`src/rtl/spc_stack.sv`:
```
// ---------------------------------------------------------------------------
// spc_stack -- 32-entry x 19-bit return-PC stack.
//
// Each entry holds a 14-bit return PC in [13:0] and five flag bits in [18:14].
// The top of stack is read combinationally from the entry the pointer selects.
// Every operation completes in a single cycle, and the stack never stalls.
//
// Handshake: state_fetch acts as the "valid" strobe for spush and spop.
// There is no ready signal because the stack accepts every strobed
// operation on the same rising edge. When state_fetch is low, spush and
// spop have no effect.
//
// Optional feature: define SPC_DEPTH_CHECK_EN to build in a 0..32 depth
// counter and the sticky overflow/underflow flags. Without it, both flags
// are tied to 0 and spc_err_clr is ignored.
//
// Ports:
//   clk          in   rising-edge clock
//   reset        in   synchronous, active-high reset
//   state_fetch  in   operation strobe
//   spush        in   push request
//   spop         in   pop request (push+pop together = replace top)
//   spcw[18:0]   in   write data
//   spco[18:0]   out  current top-of-stack entry (mem[spcptr])
//   spcptr[4:0]  out  current stack pointer
//   spc_ovf      out  sticky overflow flag
//   spc_unf      out  sticky underflow flag
//   spc_err_clr  in   clears both sticky flags
// ---------------------------------------------------------------------------
module spc_stack (
    input  logic        clk,
    input  logic        reset,
    input  logic        state_fetch,
    input  logic        spush,
    input  logic        spop,
    input  logic [18:0] spcw,
    output logic [18:0] spco,
    output logic [4:0]  spcptr,
    output logic        spc_ovf,
    output logic        spc_unf,
    input  logic        spc_err_clr
);

    logic [18:0] r_mem [0:31];
    logic [4:0]  r_ptr;

    logic        w_push;
    logic        w_pop;
    logic        w_repl;
    logic        w_wr_en;
    logic [4:0]  w_wr_addr;
    logic [4:0]  w_ptr_inc;
    logic [4:0]  w_ptr_dec;

    assign w_push    = state_fetch & spush & ~spop;
    assign w_pop     = state_fetch & spop & ~spush;
    assign w_repl    = state_fetch & spush & spop;

    // The 5-bit adds wrap naturally, which gives modulo-32 pointer movement.
    assign w_ptr_inc = r_ptr + 5'd1;
    assign w_ptr_dec = r_ptr - 5'd1;

    // A push writes the slot above the current top. A replace overwrites
    // the current top in place.
    assign w_wr_en   = w_push | w_repl;
    assign w_wr_addr = w_repl ? r_ptr : w_ptr_inc;

    always_ff @(posedge clk) begin
        if (reset) begin
            for (int i = 0; i < 32; i++) begin
                r_mem[i] <= 19'd0;
            end
            r_ptr <= 5'd0;
        end else begin
            if (w_wr_en) begin
                r_mem[w_wr_addr] <= spcw;
            end
            if (w_push) begin
                r_ptr <= w_ptr_inc;
            end else if (w_pop) begin
                r_ptr <= w_ptr_dec;
            end
        end
    end

    // The read has no latency. A write on this edge therefore becomes
    // visible in the following cycle.
    assign spco   = r_mem[r_ptr];
    assign spcptr = r_ptr;

`ifdef SPC_DEPTH_CHECK_EN
    logic [5:0] r_depth;
    logic       r_ovf;
    logic       r_unf;
    logic       w_depth_full;
    logic       w_depth_empty;

    assign w_depth_full  = (r_depth == 6'd32);
    assign w_depth_empty = (r_depth == 6'd0);

    always_ff @(posedge clk) begin
        if (reset) begin
            r_depth <= 6'd0;
            r_ovf   <= 1'b0;
            r_unf   <= 1'b0;
        end else begin
            if (w_push && !w_depth_full) begin
                r_depth <= r_depth + 6'd1;
            end else if (w_pop && !w_depth_empty) begin
                r_depth <= r_depth - 6'd1;
            end

            // The clear is applied first, so a set event in the same cycle wins.
            if (spc_err_clr) begin
                r_ovf <= 1'b0;
                r_unf <= 1'b0;
            end
            if (w_push && w_depth_full) begin
                r_ovf <= 1'b1;
            end
            if (w_pop && w_depth_empty) begin
                r_unf <= 1'b1;
            end
        end
    end

    assign spc_ovf = r_ovf;
    assign spc_unf = r_unf;
`else
    // Depth checking is not built in, so the clear input has no function.
    logic w_unused_err_clr;
    assign w_unused_err_clr = spc_err_clr;

    assign spc_ovf = 1'b0;
    assign spc_unf = 1'b0;
`endif

endmodule

```
`config.mk`:
```
export PLATFORM = sky130hd
export DESIGN_NAME = spc_stack
export DESIGN_NICKNAME = d
export VERILOG_FILES = /design/src/rtl/spc_stack.sv
export SDC_FILE = /design/constraint.sdc
export NUM_CORES = 1
export LEC_CHECK = 0
export CORE_MARGIN = 4
export CORE_UTILIZATION = 30
export CTS_CLUSTER_SIZE = 12
export DETAILED_ROUTE_END_ITERATION = 10
export PLACE_DENSITY = 0.5
export RECOVER_POWER = 25
export REMOVE_ABC_BUFFERS = 1
export SKIP_CTS_REPAIR_TIMING = 1
export SYNTH_ARGS = -nofsm -noshare
export SYNTH_HDL_FRONTEND = slang
export SYNTH_SLANG_ARGS = --single-unit
```
`constraint.sdc`:
```
create_clock -name clk -period 9.2 [get_ports clk]
set_input_delay 1.84 -clock clk [delete_from_list [all_inputs] [get_ports clk]]
set_output_delay 1.84 -clock clk [all_outputs]
set_load 0.005 [all_outputs]
```
; ---- After elaboration in Yosys (flattened, before gate mapping)
; Memory sizes are Yosys's and may differ from the RTL's. A register that Yosys moved wholly into a read port is not among the register bits.
; Index checks and enable logic that the tools add are counted.
[totals]
register_bits = 5
latchBits = 0
mem_bits_rw = 608
romBits = 0
memories = 1
[mem_list]
columns = name, words, width, rd, rd_ports_with_merged_regs, wr, line_no
row1 = r_mem, 32, 19, 1, 1, 32, 44  ; logic [18:0] r_mem [0:31];
[classes]
addsub = 2
multipliers = 0
n_div = 0
magnitude_cmp = 0
n_eq_ne = 0
n_shift = 0
muxes = 13
n_bitwise = 8
reduce_logical = 2
[ops]
columns = cell, n
row1 = 5-bit two-way mux, 6
row2 = 19-bit two-way mux, 1
row3 = 19-bit OR reduction, 1
row4 = 1-bit two-way mux, 6
row5 = "5-bit by 1-bit adder with 5-bit output, second input constant", 1
row6 = 1-bit AND, 5
row7 = "5-bit by 1-bit subtractor with 5-bit output, second input constant", 1
row8 = 1-bit NOT, 2
row9 = 2-bit nonzero test, 1
row10 = 1-bit bitwise OR, 1

; ---- Depth between registers and ports, before layout
[logic_depth]
word_depth = 8
depth_mapped = 9
ltp_nobuf = 7

; ---- Worst setup path after synthesis
; OpenSTA, ideal clock, no wires.
[synth_timing]
path_type = input-to-reg
startpoint = in spush
endpoint = mem r_mem[28][0] (enable)
setup_ns = 0.399
arrival_time_ns = 3.773
t_required_ns = 8.801
slack_ns = 5.028
cell_stages = 6
n_path_buf = 2
cell_sequence = buf_2 and3_1 o31ai_2 nand2_1 buf_2 o21bai_1
[synth_rtl]
columns = element, line_no
row1 = start: declaration, 34  ; input logic spush,
row2 = end: declaration, 44

==> results.md <==
* Die Y at 311 um
* Most common cell in the netlist: nor2_1
* Yosys warnings at 0
* Synth top area share at 66.5%
* Hold Path Origin: spcptr[3]$_SDFFE_PP0N_
* First-pass GRT wire length at 126,000 um
* #FFs+latches synth at 618
* Power density over the cells at 209 nW/um^2
* # setup viols final at 0
* Rel. slew slack at -39.2%
* 1st-iter DRT viols at 2,000
* Congestion Overflow GR at 0
* Post-synth ARST share at 0%
* Drc violations at 0
* CP Capture Type: flop
* Worst Setup SP: spop
* GR Util All Layers at 17.9%
* Count of different cell masters after synthesis at 41
* Drt wl/cell at 26.3 um
* Area Overhead vs Synth at 14.5%
* Die width at 311 um
* Sequential fraction of the synthesis area at 67.2%
* Layout Cells excl Fill at 3,385
* Routability congestion estimate from global placement at 0.762
* Failing checks: max-capacitance violations, max-slew violations
* Cell area after synthesis at 27,500 um^2
* Final antenna-violating net count at 0
* Max-cap violations at 4
* Overall Power at 6580 uW
* Initial Util at 30.4%
* NumNets Final at 2,186
* Max H-tree Level at 3
* Antenna violations before repair at 0
* Number of I/O pins at 51
* Final-report max-slew violation count at 84
* Largest net degree at the start of global routing at 103
* Vias in the first global route at 17,800
* Via count at 18,100
* Tcrit/Tclk final at 70.8%
* CTS tree: built
* Top_reg_cell synth: edfxtp_1
* # fillers at 8,689
* Worst-path clk slew at 60 ps
* Post-synth top cells: nor2_1 (625), edfxtp_1 (608), mux2i_1 (304)
* Slew @ Worst Pin at 2090 ps
* Critical Path RT at 9390 ps
* Status: finished, violations left
* Worst R2R Setup Slack at 3640 ps
* DP HPWL at 47,500 um
* Clock Tree Root: clkbuf_16
* Worst IR Drop VDD at 0.131 mV
* # diodes at 0
* Critical path arrival at 6710 ps
* Detailed-router iteration count before antenna repair at 6
* Layout cells sized above 1 at 7.42%
* Total Routed Length at 89,200 um
* RSZ-0062 raised after global routing: false
* Total CTS buffers at 69
* Setup CP Type: in2reg
* Post-synth top area cell: edfxtp_1
* Final min period at 6510 ps
* Worst-skew pair later-pin latency at 590 ps
* Synthesized area per cell at 12.6 um^2
* Fin. Hold Viols at 0
* Max clock buf depth at 3
* FMAX at 154 MHz
* Clk_skew at 14.5 ps
* PortBufs at 47
* Placed Cells incl. Taps at 3,264
* Worst min-delay path category: reg2reg
* Area contributors post-synth: edfxtp_1 (66%), mux2i_1 (11%), nor2_1 (8.5%)
* Number of synthesized flops with an enable pin at 608
* Post-Syn Instances at 2,180
* Leakage power at 0.00990 uW
* CTS Sinks at 618
* CP Launch Type: input port
* Core Area at 90,400 um^2
* Total die area at 96,500 um^2
* Hold WS at 741 ps
* Critical path fanouts, max at 20
* Row cnt at 110
* Vias per Instance at 5.34
* Worst r2r src: spcptr[0]$_SDFFE_PP0N_
-- power by group --
group          leakage [uW]  internal (uW)  switching (uW)
sequential          0.00636           3190            40.8
combinational       0.00250            227             510
clock               0.00103           1520            1090
-- metrics by stage --
stage / cell area (um^2) / util [%] / worst slack (ps) / setup TNS [ps]
2_1_floorplan: 26700 / - / -3740 / -71040
5_1_grt: 31400 / 34.8 / 2600 / 0
3_3_place_gp: 29400 / 32.5 / 3770 / 0
4_1_cts: 31500 / 34.8 / 3130 / 0
6_report: 31400 / 34.8 / 2690 / 0
3_5_place_dp: 29400 / 32.5 / 3710 / 0
-- logic make-up (layout without fill, tap and decap cells) --
logic type                 after synthesis  in the layout  synth area share (%)
buffers and inverters                  173            201                  2.93
DFF                                    618            618                  67.2
other                                    1              2                0.0136
adders and majority gates                2              2                0.0911
xor gates and xnor gates                 6              6                 0.219
and+or+nand+nor                        852            852                  12.6
AOI/OAI and AO/OA                      224            224                  5.90
muxes                                  304            304                  11.1
-- flip-flops by register name, indices dropped and copies added (netlist names), named ones only --
| signal | cells |
|---|---|
| spcptr | 5 |
| r_mem | 608 |
-- critical path: stages --
cell and delay [ps]:
dlygate4sd3_1 790, nand2b_1 200, o21ai_0 290, clkbuf_1 1450, nand2_1 930, o21bai_4 1170
-- layer usage --
layer / up-vias / global-route usage (%) / part of all wire, %
met1: 9200 / 25.4 / 44
li1: 7909 / - / -
met2: 852 / 28.5 / 46
met3: 119 / 2.95 / 7.7
met5: - / 0 / 0
met4: 0 / 5.27 / 2.4
-- area by class of cell --
class	count	area, um^2	area share [%]
clock buffers	96	1940	6.18
multi-input cells	1390	8700	27.7
flip-flops and latches	618	18500	58.7
repair buffers	77	706	2.24
inverters	3	11.3	0.0358
well taps	1176	1470	4.68
clock inverters	25	158	0.501
-- cells in the final DEF, fill, tap and decap left out, types with 4 or more instances in the layout --
cell             netlist  final
nor2_1               625    623
edfxtp_1             608    608
mux2i_1              304    304
nand3_1              120    120
a22oi_1               76     76
clkbuf_16              0     73
nand2_1               53     49
a22o_1                41     41
clkdlybuf4s50_1        0     40
a21oi_1               39     39
o21bai_4               0     32
clkbuf_1              55     24
buf_4                  8     24
nor3_1                20     20
nand4_1               20     20
a31oi_1               19     19
clkinv_1               0     14
dfxtp_1               10      9
clkinv_2               0      9
dlygate4sd3_1          0      7
o21ai_0                6      6
nand2b_1               4      4
nand2_4                0      4
-- path summary, 6_finish.rpt --
path / endpoint / cells past startpoint
setup / recovery: r_mem[25][1]$_SDFFCE_PN0P_ / 6
hold / removal: spcptr[3]$_SDFFE_PP0N_ / 2
setup reg to reg: r_mem[22][1]$_SDFFCE_PN0P_ / 7
hold reg to reg: spcptr[3]$_SDFFE_PP0N_ / 2
No activity file was read; power rests on OpenSTA's default activity.
